===== src/rtl/instr_fetch_pkg.sv =====
// Shared CPU definitions used by the instruction fetch unit: fetch FSM
// encoding and the default address/instruction widths.
package instr_fetch_pkg;

  localparam int unsigned DWIDTH_DEF = 8;
  localparam int unsigned IWIDTH_DEF = 16;

  typedef enum logic [1:0] {
    EMPTY = 2'd0,
    HI    = 2'd1,
    LO    = 2'd2,
    FULL  = 2'd3
  } fetch_state_t;

endpackage


===== src/rtl/instr_fetch.sv =====
// Two-beat instruction fetch: reads the big-endian byte pair at pc from a
// byte-wide memory and holds the assembled instruction while pc is unchanged.
module instr_fetch
  import instr_fetch_pkg::*;
#(
  parameter int DWIDTH = DWIDTH_DEF,
  parameter int IWIDTH = IWIDTH_DEF
) (
  input  logic              clk,
  input  logic              reset,
  input  logic [DWIDTH-1:0] pc,
  input  logic [DWIDTH-1:0] mem_rdata,
  input  logic              mem_ready,
  output logic              mem_req,
  output logic [DWIDTH-1:0] mem_addr,
  output logic [IWIDTH-1:0] instr,
  output logic              instr_valid,
  output logic              stall,
  output logic              misaligned
);

  fetch_state_t      state_q, state_d;
  logic [DWIDTH-1:0] tag_q, tag_d;
  logic [DWIDTH-1:0] hi_q, hi_d;
  logic [IWIDTH-1:0] instr_q, instr_d;
  logic              mem_req_q, mem_req_d;
  logic [DWIDTH-1:0] mem_addr_q, mem_addr_d;
  logic              redirect_s;
  logic              lo_s;

  // Next-state, tag, byte capture and next memory request.
  always_comb begin
    state_d    = state_q;
    tag_d      = tag_q;
    hi_d       = hi_q;
    instr_d    = instr_q;
    redirect_s = (pc != tag_q);

    case (state_q)
      EMPTY: begin
        state_d = HI;
        tag_d   = pc;
      end
      HI: begin
        if (mem_ready) begin
          // A redirect still consumes the returned beat, then restarts at pc.
          if (redirect_s) begin
            state_d = HI;
            tag_d   = pc;
          end else begin
            hi_d    = mem_rdata;
            state_d = LO;
          end
        end else begin
          state_d = HI;
        end
      end
      LO: begin
        if (mem_ready) begin
          if (redirect_s) begin
            state_d = HI;
            tag_d   = pc;
          end else begin
            instr_d = {hi_q, mem_rdata};
            state_d = FULL;
          end
        end else begin
          state_d = LO;
        end
      end
      FULL: begin
        if (redirect_s) begin
          state_d = HI;
          tag_d   = pc;
        end else begin
          state_d = FULL;
        end
      end
      default: begin
        state_d = EMPTY;
      end
    endcase

    // One adder serves both beats: tag for HI, tag+1 (wrapping) for LO.
    lo_s       = (state_d == LO);
    mem_req_d  = (state_d == HI) || (state_d == LO);
    mem_addr_d = tag_d + {{(DWIDTH-1){1'b0}}, lo_s};
  end

  // FSM and datapath registers; reset abandons any in-flight fetch.
  always_ff @(posedge clk or posedge reset) begin
    if (reset) begin
      state_q    <= EMPTY;
      tag_q      <= {DWIDTH{1'b0}};
      hi_q       <= {DWIDTH{1'b0}};
      instr_q    <= {IWIDTH{1'b0}};
      mem_req_q  <= 1'b0;
      mem_addr_q <= {DWIDTH{1'b0}};
    end else begin
      state_q    <= state_d;
      tag_q      <= tag_d;
      hi_q       <= hi_d;
      instr_q    <= instr_d;
      mem_req_q  <= mem_req_d;
      mem_addr_q <= mem_addr_d;
    end
  end

  assign mem_req     = mem_req_q;
  assign mem_addr    = mem_addr_q;
  assign instr       = instr_q;
  assign instr_valid = (state_q == FULL) && (pc == tag_q);
  assign stall       = ~instr_valid;
  assign misaligned  = pc[0];

endmodule


===== config.mk =====
export PLATFORM = sky130hd
export DESIGN_NAME = instr_fetch
export DESIGN_NICKNAME = d
export VERILOG_FILES = /design/src/rtl/instr_fetch_pkg.sv /design/src/rtl/instr_fetch.sv
export SDC_FILE = /design/constraint.sdc
export NUM_CORES = 1
export LEC_CHECK = 0
export CAP_MARGIN = 0
export CORE_MARGIN = 8
export CORE_UTILIZATION = 50
export DETAILED_ROUTE_END_ITERATION = 12
export PLACE_DENSITY = 0.8
export SLEW_MARGIN = 20
export SYNTH_ARGS = -nofsm -noshare
export SYNTH_HDL_FRONTEND = slang
export SYNTH_SLANG_ARGS = --single-unit

===== constraint.sdc =====
create_clock -name clk -period 3.8 [get_ports clk]
set_clock_uncertainty 0.15 [all_clocks]
set_input_delay 0.76 -clock clk [delete_from_list [all_inputs] [get_ports clk]]
set_output_delay 0.76 -clock clk [all_outputs]
set_load 0.05 [all_outputs]

## Yosys cells after proc, flatten, opt, wreduce, memory -nomap -nowiden

Index checks and enable logic that the tools add are counted.

| storage, ports and cells | value |
|---|---|
| flip-flop bits (word level) | 43 |
| output and inout bits | 28 |
| input bits | 19 |
| word-level logic and storage cells | 30 |

| operators by class | value |
|---|---|
| $add $sub $neg | 1 |
| bitwise gates (word level) | 2 |
| multiplexer cells | 8 |
| equality and inequality tests | 7 |
| reductions and logical operators | 6 |

Operators with widths:

| operator | count |
|---|---|
| $pmux W8 S3 | 1 |
| $mux W8 | 2 |
| $add A8 B1 Y8 | 1 |
| $eq A8 B8 Y1 | 1 |
| $mux W2 | 4 |
| $ne A8 B8 Y1 | 1 |
| $pmux W2 S4 | 1 |
| $eq A2 B2 Y1 const B | 3 |
| $reduce_and A3 Y1 | 2 |
| $eq A2 B1 Y1 const B | 2 |
| $logic_not A2 Y1 | 1 |
| $not A1 Y1 | 2 |
| $reduce_or A2 Y1 | 1 |
| $logic_and A1 B1 Y1 | 1 |
| $logic_or A1 B1 Y1 | 1 |

## Logic depth before layout (Yosys ltp)

Gate-level depths: netlist of run 1.

| depth | value |
|---|---|
| depth after elaboration | 6 |
| gate-level depth with buffers | 13 |
| mapped depth without buffers | 12 |

## Least setup slack after synthesis of run 1

Ideal clock, no wire load.

| timing | value |
|---|---|
| path kind | input to register |
| from | input pc[7] |
| to | register mem_addr_q[7] (netlist: mem_addr[7]) |
| data arrival time | 3.355 ns |
| stages on the path | 13 |
| library setup time | 0.079 ns |
| slack | 0.216 ns |
| path through | xor2_1 > nor4_4 > and2_1 > buf_4 > nand2_1 > a31oi_1 > ha_1 > ha_1 > o211ai_1 > nor3_1 > a211oi_2 > and4bb_1 > xor2_1 |

| between the ends | value |
|---|---|
| longest elaborated chain between the ends | 6 |
| elaborated cells on any way between the ends | 11 |
| those cells by class | add/sub: 1; eq/ne: 2; mux: 8 |

Ends and longest elaborated chain:

| item | RTL line | text |
|---|---|---|
| start, declared | instr_fetch.sv:11 | `input logic [DWIDTH-1:0] pc,` |
| $ne A8 B8 Y1 (*) | instr_fetch.sv:37 | `redirect_s = (pc != tag_q);` |
| $mux W2, on equally long branches | instr_fetch.sv:60, instr_fetch.sv:72, instr_fetch.sv:47 |  |
| $mux W2, on equally long branches | instr_fetch.sv:59, instr_fetch.sv:45 |  |
| $pmux W2 S4 (*) | instr_fetch.sv:39 | `case (state_q)` |
| named net state_d[1] | instr_fetch.sv:22 | `fetch_state_t state_q, state_d;` |
| $eq A2 B2 Y1 (*) | instr_fetch.sv:85 | `lo_s = (state_d == LO);` |
| $add A8 B1 Y8 (*) | instr_fetch.sv:87 | `mem_addr_d = tag_d + {{(DWIDTH-1){1'b0}}, lo_s};` |
| named net mem_addr_d[7] | instr_fetch.sv:27 | `logic [DWIDTH-1:0] mem_addr_q, mem_addr_d;` |
| end signal, assigned | instr_fetch.sv:98 | `mem_addr_q <= {DWIDTH{1'b0}};` |
| end signal, assigned | instr_fetch.sv:105 | `mem_addr_q <= mem_addr_d;` |
| end, declared | instr_fetch.sv:27 |  |

The timed path passes the listed nets; every way through them passes the cells marked *.
A chain may end at the register's enable or synchronous reset.

## Final worst setup path of run 1

| timing | value |
|---|---|
| from | input pc[2] |
| to | register mem_addr_q[7] (netlist: mem_addr[7]) |

| between the ends | value |
|---|---|
| elaborated cells on any way between the ends | 11 |
| those cells by class | add/sub: 1; eq/ne: 2; mux: 8 |

RTL lines:

| item | RTL line | text |
|---|---|---|
| $ne A8 B8 Y1 (*) | instr_fetch.sv:37 |  |
| $mux W8 (*) | instr_fetch.sv:47, instr_fetch.sv:60, instr_fetch.sv:72 |  |
| $mux W8 | instr_fetch.sv:45 | `if (mem_ready) begin` |
| $pmux W8 S3 (*) | instr_fetch.sv:39 |  |
| named net tag_d[0] | instr_fetch.sv:23 | `logic [DWIDTH-1:0] tag_q, tag_d;` |
| $add A8 B1 Y8 (*) | instr_fetch.sv:87 |  |
| named net mem_addr_d[7] | instr_fetch.sv:27 |  |

Marks and branches as above.

==> results of run 1 <==
==> placed cells by master, fill, tap and decap left out, types with 4 or more instances in the layout <==
master / Yosys / routed
a21oi_1: 4 / 4
nor2_1: 5 / 5
clkdlybuf4s50_1: 0 / 44
dfrtp_1: 43 / 43
o21a_1: 4 / 4
inv_1: 9 / 8
nand2_1: 9 / 9
xor2_1: 11 / 11
buf_4: 2 / 18
clkbuf_8: 0 / 5
ha_1: 7 / 7
mux2_2: 21 / 21
==> logic make-up after synthesis <==
group	Yosys count	share of synthesized area [%]
flops	43	51.4
simple gates	33	10.5
compound gates	31	11.8
mux	24	12.9
buf+inv	17	3.46
xor+xnor	14	5.85
fa+ha+maj	7	4.18
==> per-stage QoR <==
| step | area (µm²) | TNS [ns] | setup slack [ns] | instances | total power, mW |
|---|---|---|---|---|---|
| after floorplan | 2090 | 0 | 0.216 | 169 | 1.02 |
| after detailed placement | 2720 | -0.0757 | -0.0757 | 275 | 1.23 |
| final | 2810 | 0 | 0.183 | 283 | 1.50 |
| after global routing | 2810 | 0 | 0.00232 | 283 | 1.58 |
| after CTS | 2800 | 0 | 0.208 | 283 | 1.51 |
| after global placement | 2720 | 0 | 0.00942 | 275 | 1.20 |
==> critical path: cells and delay by family <==
family          cells  cell delay, ns
compound gates      5            0.99
buf+inv             2            0.67
simple gates        4            0.54
xor+xnor            2            0.46
fa+ha+maj           1            0.22
==> power groups by stage <==
stage               clock network [mW]  registers, mW  logic [mW]
floorplan                            0          0.736       0.286
global placement                     0          0.611       0.587
detailed placement                   0          0.619       0.610
CTS                              0.284          0.611       0.615
global route                     0.301          0.621       0.655
finish                           0.275          0.611       0.615
==> path summary, 6_finish.rpt <==
| check | end | slack, ns | cells after the start |
|---|---|---|---|
| worst min-delay path | instr[9]$_DFFE_PP0P_ | 0.34 | 1 |
| max in group asynchronous | tag_q[0]$_DFF_PP0_ | 2.10 | 3 |
| worst min register to register | instr[9]$_DFFE_PP0P_ | 0.34 | 1 |
| min in group asynchronous | mem_addr[5]$_DFF_PP0_ | 0.72 | 2 |
| worst max-delay path | mem_addr[7]$_DFF_PP0_ | 0.18 | 14 |
| worst max register to register | mem_addr[7]$_DFF_PP0_ | 0.73 | 12 |
==> Yosys cell counts, types with 4 or more instances <==
library cell	instances	area (µm²)
dfrtp_1	43	1080
clkbuf_1	4	15.0
ha_1	7	87.6
a21oi_1	4	20.0
nor2_1	5	18.8
xor2_1	11	96.3
o21a_1	4	30.0
nand2_1	9	33.8
inv_1	9	33.8
mux2_2	21	236
==> flip-flops by register name, indices dropped and copies added (netlist names) <==
name      count
mem_req       1
mem_addr      8
tag_q         8
hi_q          8
instr        16
state_q       2
==> area by class of cell <==
cell class,count,share of cell area (%)
Clock inverter,2,0.445
Sequential cell,43,38.3
Clock buffer,6,2.58
Timing Repair Buffer,63,21.2
Multi-Input combinational cell,109,33.9
Tap cell,50,2.23
Inverter,10,1.34
==> per-layer routing <==
layer  share of wire [%]  routed length, µm
met2                  53               2640
met3                 5.1                256
met5                   0                  0
met1                  41               2050
met4                 1.2                 59
==> flow_metrics.tcl, run 1 <==
set metrics [dict create \
    drtAntennaViolNets 0 \
    worstHoldStart "hi_q[1]$_DFFE_PP0P_" \
    num_io_pins 47 \
    layout-drive-gt1-share_pct 24.9 \
    root_buffer "clkbuf_8" \
    use_met3_pct 4.58 \
    drt_iter0_drc 115 \
    cts_tree "yes" \
    viasPerCell 5.40 \
    hp-class "reg -> reg" \
    ctsHoldBuffers 0 \
    clkPwrFrac_pct 18.3 \
    synth_edf_count 0 \
    crit_top_cell "xor2_1" \
    drv_cap 0 \
    timing.rr.start "tag_q[7]$_DFF_PP0_" \
    grt_usage_pct 15.9 \
    multi_input_area_um2 952 \
    dieHeight_um 80.7 \
    postSynthAreaPerCell_um2 12.4 \
    crit_arrival_ns 3.64 \
    slowest_delay_ns 0.51 \
    die_w_um 80.7 \
    final_nets 258 \
    setup_viol_count_final 0 \
    netlist_area_um2 2090 \
    ys_seq_area_share_pct 51.4 \
    critical_path.cell_chain "clkdlybuf4s50_1, xor2_1, nor4_4, buf_4, nand2_1, a21oi_1, a32o_1, a22o_1, ha_1, o211ai_1, nor2_1, a211oi_2, and4bb_1, xor2_1" \
    p_int_mw 0.921 \
    clk_latency_ns 0.29 \
    hold_viol 0 \
    endpoint_kind "flip-flop" \
    grt_pass1_wl_um 8100 \
    rows 23 \
    pwr-share-seq_pct 40.7 \
    antenna_found_initial 0 \
    postSynthNetCount 195 \
    synth_cell_type_count 45 \
    critPathMaxFanout 5 \
    p_leak_nw 1.33 \
    grt_pass1_vias 1670 \
    met1_usage_pct 18.3 \
    peakVddDrop_mv 0.395 \
    drt_wl_total_um 5010 \
    holdWs_ns 0.341 \
    synth_seq_cells 43 \
    grt-ovfl-total 0 \
    net-switching-power_mw 0.580 \
    async_flop_share_pct 100 \
    cp_slowest_cell "clkdlybuf4s50_1" \
    final_util_pct 69.7 \
    criticalPathCategory "in -> reg" \
    status "completed" \
    yosys_most_used_dff "dfrtp_1" \
    grt_max_degree 28 \
    swShare_pct 38.6 \
    syn2layout_area_growth_pct 34.1 \
    port-buffer-count 46 \
    dr_total_vias 1528 \
    cts.repair.resized 0 \
    place_congestion 0.865 \
    register_area_um2 1080 \
    drt-pass1-iter-count 4 \
    wire_per_inst_um 17.7 \
    power_density_nw_per_um2 534 \
    post-route-min-period_ns 3.62 \
    cp-start-kind "input port" \
    nFillCells 282 \
    htree_levels 2 \
    worstMarginPinSlew_ns 0.923 \
    cp-startpoint "pc[2]" \
    cts_made_buffers 5 \
    syn_inst 169 \
    drc 0 \
    grt_use_met2_pct 27.8 \
    fmax_mhz 276 \
    fin_crit_sh_pct 95.2 \
    clock_sinks 43 \
    dp_hpwl_um 3900 \
    clock_path_buffers 2 \
    yosysWarningCount 0 \
    die_area_um2 6520 \
    combPwrFrac_pct 40.9 \
    antennaDiodeCount 0 \
    post-cts-setup-buffers 0 \
    coreArea_um2 4030 \
    start_util_pct 52.0 \
    required_ns 3.82 \
    slew_viol_final 0 \
    grt.busiest_layer "met2" \
    clk_pin_slew_ns 0.08 \
    rsz0062_at_grt "false" \
    relSlewSlack_pct 38.1 \
]
(Power assumes the default switching activity.)
==> run 2, diff against run 1 <==
==> constraint.sdc (replaced) <==
create_clock -name clk -period 3.5 [get_ports clk]
set_clock_uncertainty 0.15 [all_clocks]
set_input_delay 0.7 -clock clk [delete_from_list [all_inputs] [get_ports clk]]
set_output_delay 0.7 -clock clk [all_outputs]
set_load 0.05 [all_outputs]
==> run 2 against run 1 <==
Sequential cell count unchanged; non-clock buffer count up 10; worst setup slack worse by 0.078 ns; sequential share of layout area down 2.1 points; worst hold slack better by 0.0059 ns; sequential power up 10%; clock power up 12%; via count up 4.6%; total power up 12%; first-iteration DRC count up 11%; global-route usage up 0.19 points; clock-buffer cell count unchanged; largest power group unchanged; highest routed layer unchanged.
==> flow_metrics.tcl, run 2 (synthesis results as in run 1) <==
set metrics [dict create \
    drt_wl_total_um 5390 \
    p_leak_nw 1.45 \
    required_ns 3.54 \
    cp-startpoint "pc[6]" \
    wire_per_inst_um 18.4 \
    clock_sinks 43 \
    fin_crit_sh_pct 97.0 \
    post-place-ws_ns -0.390 \
    clock_path_buffers 2 \
    slew_viol_final 0 \
    rows 23 \
    clk_latency_ns 0.30 \
    cts_made_buffers 5 \
    timing.rr.start "tag_q[7]$_DFF_PP0_" \
    layout-drive-gt1-share_pct 33.3 \
    drtAntennaViolNets 0 \
    drv_cap 0 \
    cts_tree "yes" \
    root_buffer "clkbuf_8" \
    worstMarginPinSlew_ns 0.590 \
    critPathMaxFanout 4 \
    viasPerCell 5.45 \
    register_area_um2 1080 \
    antennaDiodeCount 0 \
    power_density_nw_per_um2 565 \
    nFillCells 282 \
    grt-ovfl-total 0 \
    num_io_pins 47 \
    multi_input_area_um2 1030 \
    setup_slack_ns 0.105 \
    syn2layout_area_growth_pct 42.1 \
    dieHeight_um 80.7 \
    ctsHoldBuffers 0 \
    endpoint_kind "flip-flop" \
    dr_total_vias 1598 \
    grt_pass1_wl_um 8110 \
    coreArea_um2 4030 \
    hp-class "reg -> reg" \
    crit_arrival_ns 3.44 \
    die_area_um2 6520 \
    grt_pass1_vias 1663 \
    drt_iter0_drc 128 \
    start_util_pct 52.0 \
    relSlewSlack_pct 60.7 \
    htree_levels 2 \
    die_w_um 80.7 \
    grt_max_degree 44 \
    drt-pass1-iter-count 4 \
    port-buffer-count 46 \
    status "completed" \
    setup_viol_count_final 0 \
    fmax_mhz 295 \
    drc 0 \
    final_common_cell "dfrtp_1" \
    largest_reg_flops 16 \
    dp_hpwl_um 3840 \
    cp-start-kind "input port" \
    final_util_pct 73.9 \
    final_cell_mix "43 x dfrtp_1, 38 x clkdlybuf4s50_1, 28 x buf_4" \
    worstHoldStart "instr[7]$_DFFE_PP0P_" \
    final_nets 268 \
    grt_usage_pct 16.1 \
    clk_pin_slew_ns 0.09 \
    hold_viol 0 \
    post-route-min-period_ns 3.39 \
    peakVddDrop_mv 0.393 \
    place_congestion 0.834 \
    criticalPathCategory "in -> reg" \
    antenna_found_initial 0 \
]
[run 2: layer usage]
| layer | global-route usage (%) | vias up | wire [µm] |
|---|---|---|---|
| met2 | 25.7 | 38 | 2720 |
| met3 | 3.79 | 11 | 246 |
| met1 | 20.3 | 808 | 2300 |
| li1 | - | 741 | - |
| met4 | 7.14 | 0 | 122 |
| met5 | 0 | - | 0 |
[run 2: cell type report]
class | count | share of cell area [%]
repair buffers | 73 | 23.0
multi-input cells | 109 | 34.6
clock buffers | 6 | 2.44
flip-flops and latches | 43 | 36.2
well taps | 50 | 2.10
inverters | 10 | 1.26
clock inverters | 2 | 0.421
[run 2: path summary, 6_finish.rpt]
check	endpoint	cells past startpoint	slack, ns
min in group asynchronous	tag_q[0]$_DFF_PP0_	3	0.71
min reg2reg	instr[7]$_DFFE_PP0P_	1	0.35
max in group asynchronous	mem_addr[1]$_DFF_PP0_	3	2.12
min	instr[7]$_DFFE_PP0P_	1	0.35
max reg2reg	mem_addr[3]$_DFF_PP0_	14	0.42
max	mem_addr[7]$_DFF_PP0_	14	0.11
[run 2: report_power, final]
part	internal, mW	switching (mW)
Sequential	0.603	0.0706
Combinational	0.277	0.421
Clock	0.139	0.170
Total	1.02	0.661
[run 2: per-stage QoR]
stage	hold WS [ns]	TNS [ns]	instances	cell area (µm²)	total power [mW]
2_1_floorplan	0.302	0	169	2100	1.11
3_3_place_gp	0.316	-0.902	280	2760	1.31
3_5_place_dp	0.334	-1.29	280	2760	1.33
4_1_cts	0.352	0	288	2860	1.65
5_1_grt	0.373	-0.0123	293	2980	1.76
6_report	0.346	0	293	2980	1.68
[run 2: timing repair]
item | in CTS | in global routing
setup buffers | 0 | 5
resized for setup | 3 | 17
pin swaps | 0 | 9
endpoints found under the setup margin | 2 | 3
[run 2: worst max-delay path: stages]
cell	delay, ns
clkdlybuf4s50_1	0.51
xor2_1	0.28
nor4_4	0.07
buf_4	0.15
nand2_1	0.11
a21oi_2	0.08
a32o_1	0.24
a22o_1	0.21
ha_2	0.20
o211ai_1	0.16
nor3_2	0.10
a211oi_2	0.26
and4bb_1	0.23
xor2_1	0.14
